[config.mk]
export PLATFORM = sky130hd
export DESIGN_NAME = univ_shreg_n
export DESIGN_NICKNAME = d
export VERILOG_FILES = /design/src/rtl/univ_shreg_n.sv
export SDC_FILE = /design/constraint.sdc
export NUM_CORES = 1
export LEC_CHECK = 0
export ABC_CLOCK_PERIOD_IN_PS = 1300
export CORE_AREA = 2 2 39 41
export DETAILED_ROUTE_END_ITERATION = 10
export DIE_AREA = 0 0 41 43
export PLACE_DENSITY = 0.6
export SYNTH_ARGS = -nofsm -noshare
export SYNTH_HDL_FRONTEND = slang
export SYNTH_SLANG_ARGS = --single-unit
[constraint.sdc]
create_clock -name CP -period 1.3 [get_ports CP]
set_input_delay 0.26 -clock CP [delete_from_list [all_inputs] [get_ports CP]]
set_output_delay 0.26 -clock CP [all_outputs]
set_load 0.01 [all_outputs]
[src/rtl/univ_shreg_n.sv]
// univ_shreg_n - parametrised universal shift register with optional burst sequencer.
//
// Successor of the 4-bit 74HC194-style register: any WIDTH, plus rotate,
// arithmetic-shift-right and clear modes. With the burst sequencer built in,
// a single START pulse in a shift/rotate mode runs exactly WIDTH shifts.
//
// Configuration macro: UNIV_SHREG_BURST_EN
//   defined     : burst FSM, shift counter, BUSY and DONE are present.
//   not defined : register follows S every cycle, START is ignored,
//                 BUSY and DONE are tied low. Ports are identical in both builds.
//
// Ports:
//   CP     in   clock, rising edge
//   MR     in   synchronous active-low reset
//   S      in   [2:0] mode select
//                 000 hold, 001 shift right, 010 shift left, 011 load,
//                 100 rotate right, 101 rotate left, 110 arith shift right, 111 clear
//   DSR    in   serial input entering Q[0] on shift right
//   DSL    in   serial input entering Q[WIDTH-1] on shift left
//   D      in   [0:WIDTH-1] parallel load data
//   START  in   burst request, sampled only while idle
//   Q      out  [0:WIDTH-1] register contents
//   QSR    out  Q[WIDTH-1] (combinational)
//   QSL    out  Q[0] (combinational)
//   BUSY   out  burst in progress
//   DONE   out  one-cycle pulse after the final burst shift

module univ_shreg_n #(
    parameter int WIDTH = 4
) (
    input  logic             CP,
    input  logic             MR,
    input  logic [2:0]       S,
    input  logic             DSR,
    input  logic             DSL,
    input  logic [0:WIDTH-1] D,
    input  logic             START,
    output logic [0:WIDTH-1] Q,
    output logic             QSR,
    output logic             QSL,
    output logic             BUSY,
    output logic             DONE
);

    localparam logic [2:0] MODE_HOLD = 3'b000;
    localparam logic [2:0] MODE_SHR  = 3'b001;
    localparam logic [2:0] MODE_SHL  = 3'b010;
    localparam logic [2:0] MODE_LOAD = 3'b011;
    localparam logic [2:0] MODE_ROR  = 3'b100;
    localparam logic [2:0] MODE_ROL  = 3'b101;
    localparam logic [2:0] MODE_ASR  = 3'b110;
    localparam logic [2:0] MODE_CLR  = 3'b111;

    // Next register value for one edge in the given mode.
    // Q is declared [0:WIDTH-1], so index 0 is the MSB of the vector:
    // '>>' moves Q[i-1] into Q[i] (shift right), '<<' moves Q[i+1] into Q[i].
    // Working on whole-vector shifts keeps WIDTH=1 legal with no special case.
    function automatic logic [0:WIDTH-1] next_value(
        input logic [2:0]       mode,
        input logic [0:WIDTH-1] cur,
        input logic             dsr,
        input logic             dsl,
        input logic [0:WIDTH-1] d
    );
        logic [0:WIDTH-1] nxt;
        nxt = cur;
        case (mode)
            MODE_HOLD: nxt = cur;
            MODE_SHR: begin
                nxt    = cur >> 1;
                nxt[0] = dsr;
            end
            MODE_SHL: begin
                nxt          = cur << 1;
                nxt[WIDTH-1] = dsl;
            end
            MODE_LOAD: nxt = d;
            MODE_ROR: begin
                nxt    = cur >> 1;
                nxt[0] = cur[WIDTH-1];
            end
            MODE_ROL: begin
                nxt          = cur << 1;
                nxt[WIDTH-1] = cur[0];
            end
            MODE_ASR: begin
                nxt    = cur >> 1;
                nxt[0] = cur[0];
            end
            MODE_CLR: nxt = '0;
            default:  nxt = cur;
        endcase
        return nxt;
    endfunction

    assign QSR = Q[WIDTH-1];
    assign QSL = Q[0];

`ifdef UNIV_SHREG_BURST_EN

    // Counter holds the shifts still to run after the current one, so it
    // needs to reach WIDTH-1; keep at least one bit for WIDTH=1.
    localparam int CW = (WIDTH > 1) ? $clog2(WIDTH) : 1;

    typedef enum logic {
        IDLE = 1'b0,
        RUN  = 1'b1
    } state_t;

    state_t         state;
    logic [CW-1:0]  count;
    logic [2:0]     burst_mode;

    // Only the pure shift/rotate modes may be bursted.
    function automatic logic is_burst_mode(input logic [2:0] mode);
        return (mode == MODE_SHR) || (mode == MODE_SHL) || (mode == MODE_ROR) ||
               (mode == MODE_ROL) || (mode == MODE_ASR);
    endfunction

    // The START edge performs shift 1 itself; RUN covers shifts 2..WIDTH.
    // DONE is a registered pulse and drops on every edge that does not end
    // a burst.
    always_ff @(posedge CP) begin
        if (!MR) begin
            Q          <= '0;
            state      <= IDLE;
            count      <= '0;
            burst_mode <= MODE_HOLD;
            BUSY       <= 1'b0;
            DONE       <= 1'b0;
        end else if (state == RUN) begin
            Q <= next_value(burst_mode, Q, DSR, DSL, D);
            if (count == CW'(1)) begin
                state <= IDLE;
                count <= '0;
                BUSY  <= 1'b0;
                DONE  <= 1'b1;
            end else begin
                count <= count - CW'(1);
                DONE  <= 1'b0;
            end
        end else begin
            Q    <= next_value(S, Q, DSR, DSL, D);
            DONE <= 1'b0;
            if (START && is_burst_mode(S)) begin
                burst_mode <= S;
                count      <= CW'(WIDTH - 1);
                if (WIDTH > 1) begin
                    state <= RUN;
                    BUSY  <= 1'b1;
                end else begin
                    DONE <= 1'b1;
                end
            end
        end
    end

`else

    logic unused_start;
    assign unused_start = START;

    assign BUSY = 1'b0;
    assign DONE = 1'b0;

    always_ff @(posedge CP) begin
        if (!MR) begin
            Q <= '0;
        end else begin
            Q <= next_value(S, Q, DSR, DSL, D);
        end
    end

`endif

endmodule

---- Yosys cells after proc, flatten, opt, wreduce, memory -nomap -nowiden ----
Cells that the tools add are included.
word-level totals
  register bits ........................... 4
  bits of input ports ..................... 12
  output and inout bits ................... 8
  word-level logic and storage cells ...... 14
cells by class
  eq/ne operators ......................... 7
  mux-type cells .......................... 1
  bitwise operators ....................... 2
  reductions and logical operators ........ 2
operator list
  cell                number
  $pmux 4 s7          1
  $eq 3x3->1 const B  4
  $eq 3x2->1 const B  2
  $eq 3x1->1 const B  1
  $logic_not 3->1     1
  $not 1->1           2
  $reduce_and 2->1    1

---- Longest topological paths before layout ----
  depth after elaboration ................. 3
  gate-level depth with buffers ........... 4
  depth with buffers taken out ............ 3

---- Worst setup path before layout ----
No wires, ideal clock.
  path kind ............................... input port to flip-flop
  from .................................... in S[2]
  to ...................................... reg Q[1] (netlist name)
  library setup time ...................... 0.119 ns
  arrival time ............................ 0.981 ns
  data required time ...................... 1.181 ns
  setup slack ............................. 0.201 ns
  cell stages on the path ................. 3
  buffers on the path ..................... 0
  cells stage by stage .................... or3_1 > o221a_1 > o221a_2
between the ends
  longest elaborated chain between the ends .. 2
  elaborated cells on any way between the ends .. 9
  classes of those cells .................. eq/ne: 7; mux: 1; reduce/logical: 1
ends and longest elaborated chain
  item                                RTL line  text
  from (decl)                         33        input logic [2:0] S,
  $eq 3x3->1 (tied with other cells)  67        case (mode)
  $pmux 4 s7                          67
  to (signal assigned)                170       Q <= next_value(S, Q, DSR, DSL, D);
  to (decl)                           38        output logic [0:WIDTH-1] Q,
Several ways; a longest one is shown, not always the timed one.
A chain may end at the register's enable or synchronous reset.

---- Worst setup path after layout ----
  from .................................... reg Q[3] (netlist name)
  to ...................................... out QSR
RTL lines
  item       RTL line  text
  to (decl)  39        output logic QSR,
No word-level cell between the ends.

==> results.ini <==
[outcome]
outcome = completed

[timing]
hold_ws_ns = 0.610
setup_viol = 0
post-route-period-util_pct = 90.5
layout_setup_ws_ns = 0.124
slew_violations = 0
fmax_ghz = 0.850
clock-skew-final_ns = 0.00480
rsz0062_at_grt = no
period_minus_slack_ns = 1.18
hold_viol_final = 0

[setup_path]
critPathKind = reg2out
cp_top_family = flip-flops
cp.arrival_ns = 0.92
crit_fanout = 5
cp-start-kind = flop
cp_slowest_cell = dfxtp_1
cp.required_ns = 1.04
endpoint_kind = output port
cp_num_buf_inv = 1
crit_chain = dlygate4sd2_1
max_stage_delay_ns = 0.39

[die]
die_w_um = 41
ioPinCount = 20
start_util_pct = 28.0
die-area_sq_mm = 0.00176
coreArea_sq_mm = 0.00138
die_y_um = 43
rows = 14

[route]
dr.pass1.iters = 4
routedWlPerCell_um = 10.3
ant_nets = 0
via_per_inst = 4.84
vias = 402
first_iter_violations = 8
drc = 0
wl_um = 859

[layout]
mostFrequentLayoutCells = buf_4, dlygate4sd2_1, clkdlybuf4s50_1
largestRegisters = Q x4
antenna_cells = 0
area_growth_pct = 54.8
largest_reg_flops = 4
top_register = Q
drive_gt1_share_pct = 29.9
final_core_util_pct = 43.4
layout_commonest_cell = buf_4
nets = 81
fin_cells = 83

[cts]
max-clock-path-buffers = 2
cts_made_buffers = 3
htreeDepth = 1
clock_latency_ns = 0.23
clock_sinks = 4
cts_tree = built
clk_pin_slew_worst_paths_ns = 0.04
cts_root_buf = clkbuf_4

[power_and_ir_drop]
vdd_drop_max_uv = 235
leakage_uw = 0.000292
finalPower_uw = 455
p_per_area_mw_per_mm2 = 758

[logic_synthesis]
ys_ff_latch = 4
synthAdderAreaFrac_pct = 0
syn_inst = 44
yosysWarnings = 0
synth-simple-area-share_pct = 27.4
synth_top_family_by_area = simple AND/OR/NAND/NOR gates
synth_xor_area_share_pct = 0
synth-compound-area-share_pct = 23.5
synthMuxAreaShare_pct = 10.3
synth_cell_types = 27
seq_area_frac_synth_pct = 20.6
netlist_area_sq_um = 388
syn_avg_cell_area_sq_um = 8.82

[flow_run]
drv_cap = 0

[grt]
grt-ovfl-total = 0
grt_pass1_wl_um = 1340
grt_max_degree = 10
antenna_found_initial = 0
grt_pass1_vias = 316
grt_usage_pct = 11.2

[placed_design]
dp_cells = 80
portBuffers = 16
hpwl_um = 729
dp_slack_ns = -0.333
gp_congestion = 0.811

[worst_hold_path]
worstHoldPathType = in2reg

worst register-to-register path: stages, from the launching register on:
cell and delay, ns:
dfxtp_1 0.34, or3_2 0.48, nand3_1 0.09, a211oi_1 0.07
path summary, 6_finish.rpt:
path | start | endpoint | slack, ns | cells after the start
worst max-delay path | Q[3]$_SDFFE_PN0P_ | QSR | 0.12 | 1
worst min-delay path | S[2] | Q[0]$_SDFFE_PN0P_ | 0.61 | 4
worst max register to register | Q[3]$_SDFFE_PN0P_ | Q[0]$_SDFFE_PN0P_ | 0.19 | 3
worst min register to register | Q[3]$_SDFFE_PN0P_ | Q[2]$_SDFFE_PN0P_ | 0.62 | 1
cells by family (layout without fill, tap and decap cells):
family	count (synthesis)	count (layout)
compound gates	10	10
flops	4	4
mux	4	4
simple gates	17	17
buf+inv	8	30
other cells	1	2
synthesized netlist by cell type:
master / number / area share [%]
buf_4: 4 / 7.7
dfxtp_1: 4 / 21
mux2i_1: 4 / 10
nand2_1: 3 / 2.9
and2b_1: 2 / 3.9
and2b_2: 2 / 4.5
nor2_1: 2 / 1.9
o221a_1: 2 / 5.8
o221a_2: 2 / 5.8
or3_1: 2 / 3.2
a211o_1: 1 / 2.3
a211oi_1: 1 / 1.9
a221oi_1: 1 / 2.3
and3b_2: 1 / 2.6
buf_6: 1 / 2.9
clkbuf_4: 1 / 1.9
clkbuf_8: 1 / 3.5
conb_1: 1 / 0.97
inv_1: 1 / 0.97
nand3_1: 1 / 1.3
nand4_1: 1 / 1.6
nor3b_1: 1 / 1.9
nor4_1: 1 / 1.6
o2111ai_1: 1 / 2.3
o211ai_1: 1 / 1.9
o21ai_0: 1 / 1.3
or3_2: 1 / 1.9
through the flow:
| step | area [sq um] | setup TNS (ns) |
|---|---|---|
| floorplan | 392 | 0 |
| global placement | 584 | -1.22 |
| detailed placement | 584 | -1.23 |
| CTS | 601 | 0 |
| global route | 601 | 0 |
| finish | 601 | 0 |
final cells by class:
cell class | instances | area (sq um)
Clock buffer | 3 | 22.5
Timing Repair Buffer | 26 | 224
Inverter | 1 | 3.75
Tap cell | 16 | 20.0
Multi-Input combinational cell | 33 | 250
Fill cell | 145 | 783
Sequential cell | 4 | 80.1
power breakdown:
| part | internal [uW] | switching [uW] |
|---|---|---|
| registers | 134 | 7.45 |
| logic | 95.1 | 66.9 |
| clock network | 103 | 48.5 |
repair_timing:
action / 4_1_cts / 5_1_grt
endpoints found under the setup margin: 10 / 0
buffers inserted: 0 / 0
endpoints found under the hold margin: 0 / 0
gates resized for setup: 10 / 0
hold buffers: 0 / 0
metal layers:
layer / track usage [%] / vias up / part of all wire [%]
met5: 0 / - / 0
met4: 8.00 / 0 / 0
met3: 3.14 / 0 / 8.7
met2: 14.7 / 18 / 47
met1: 14.9 / 176 / 44
li1: - / 208 / -
Power figures use the tool's default switching activity.
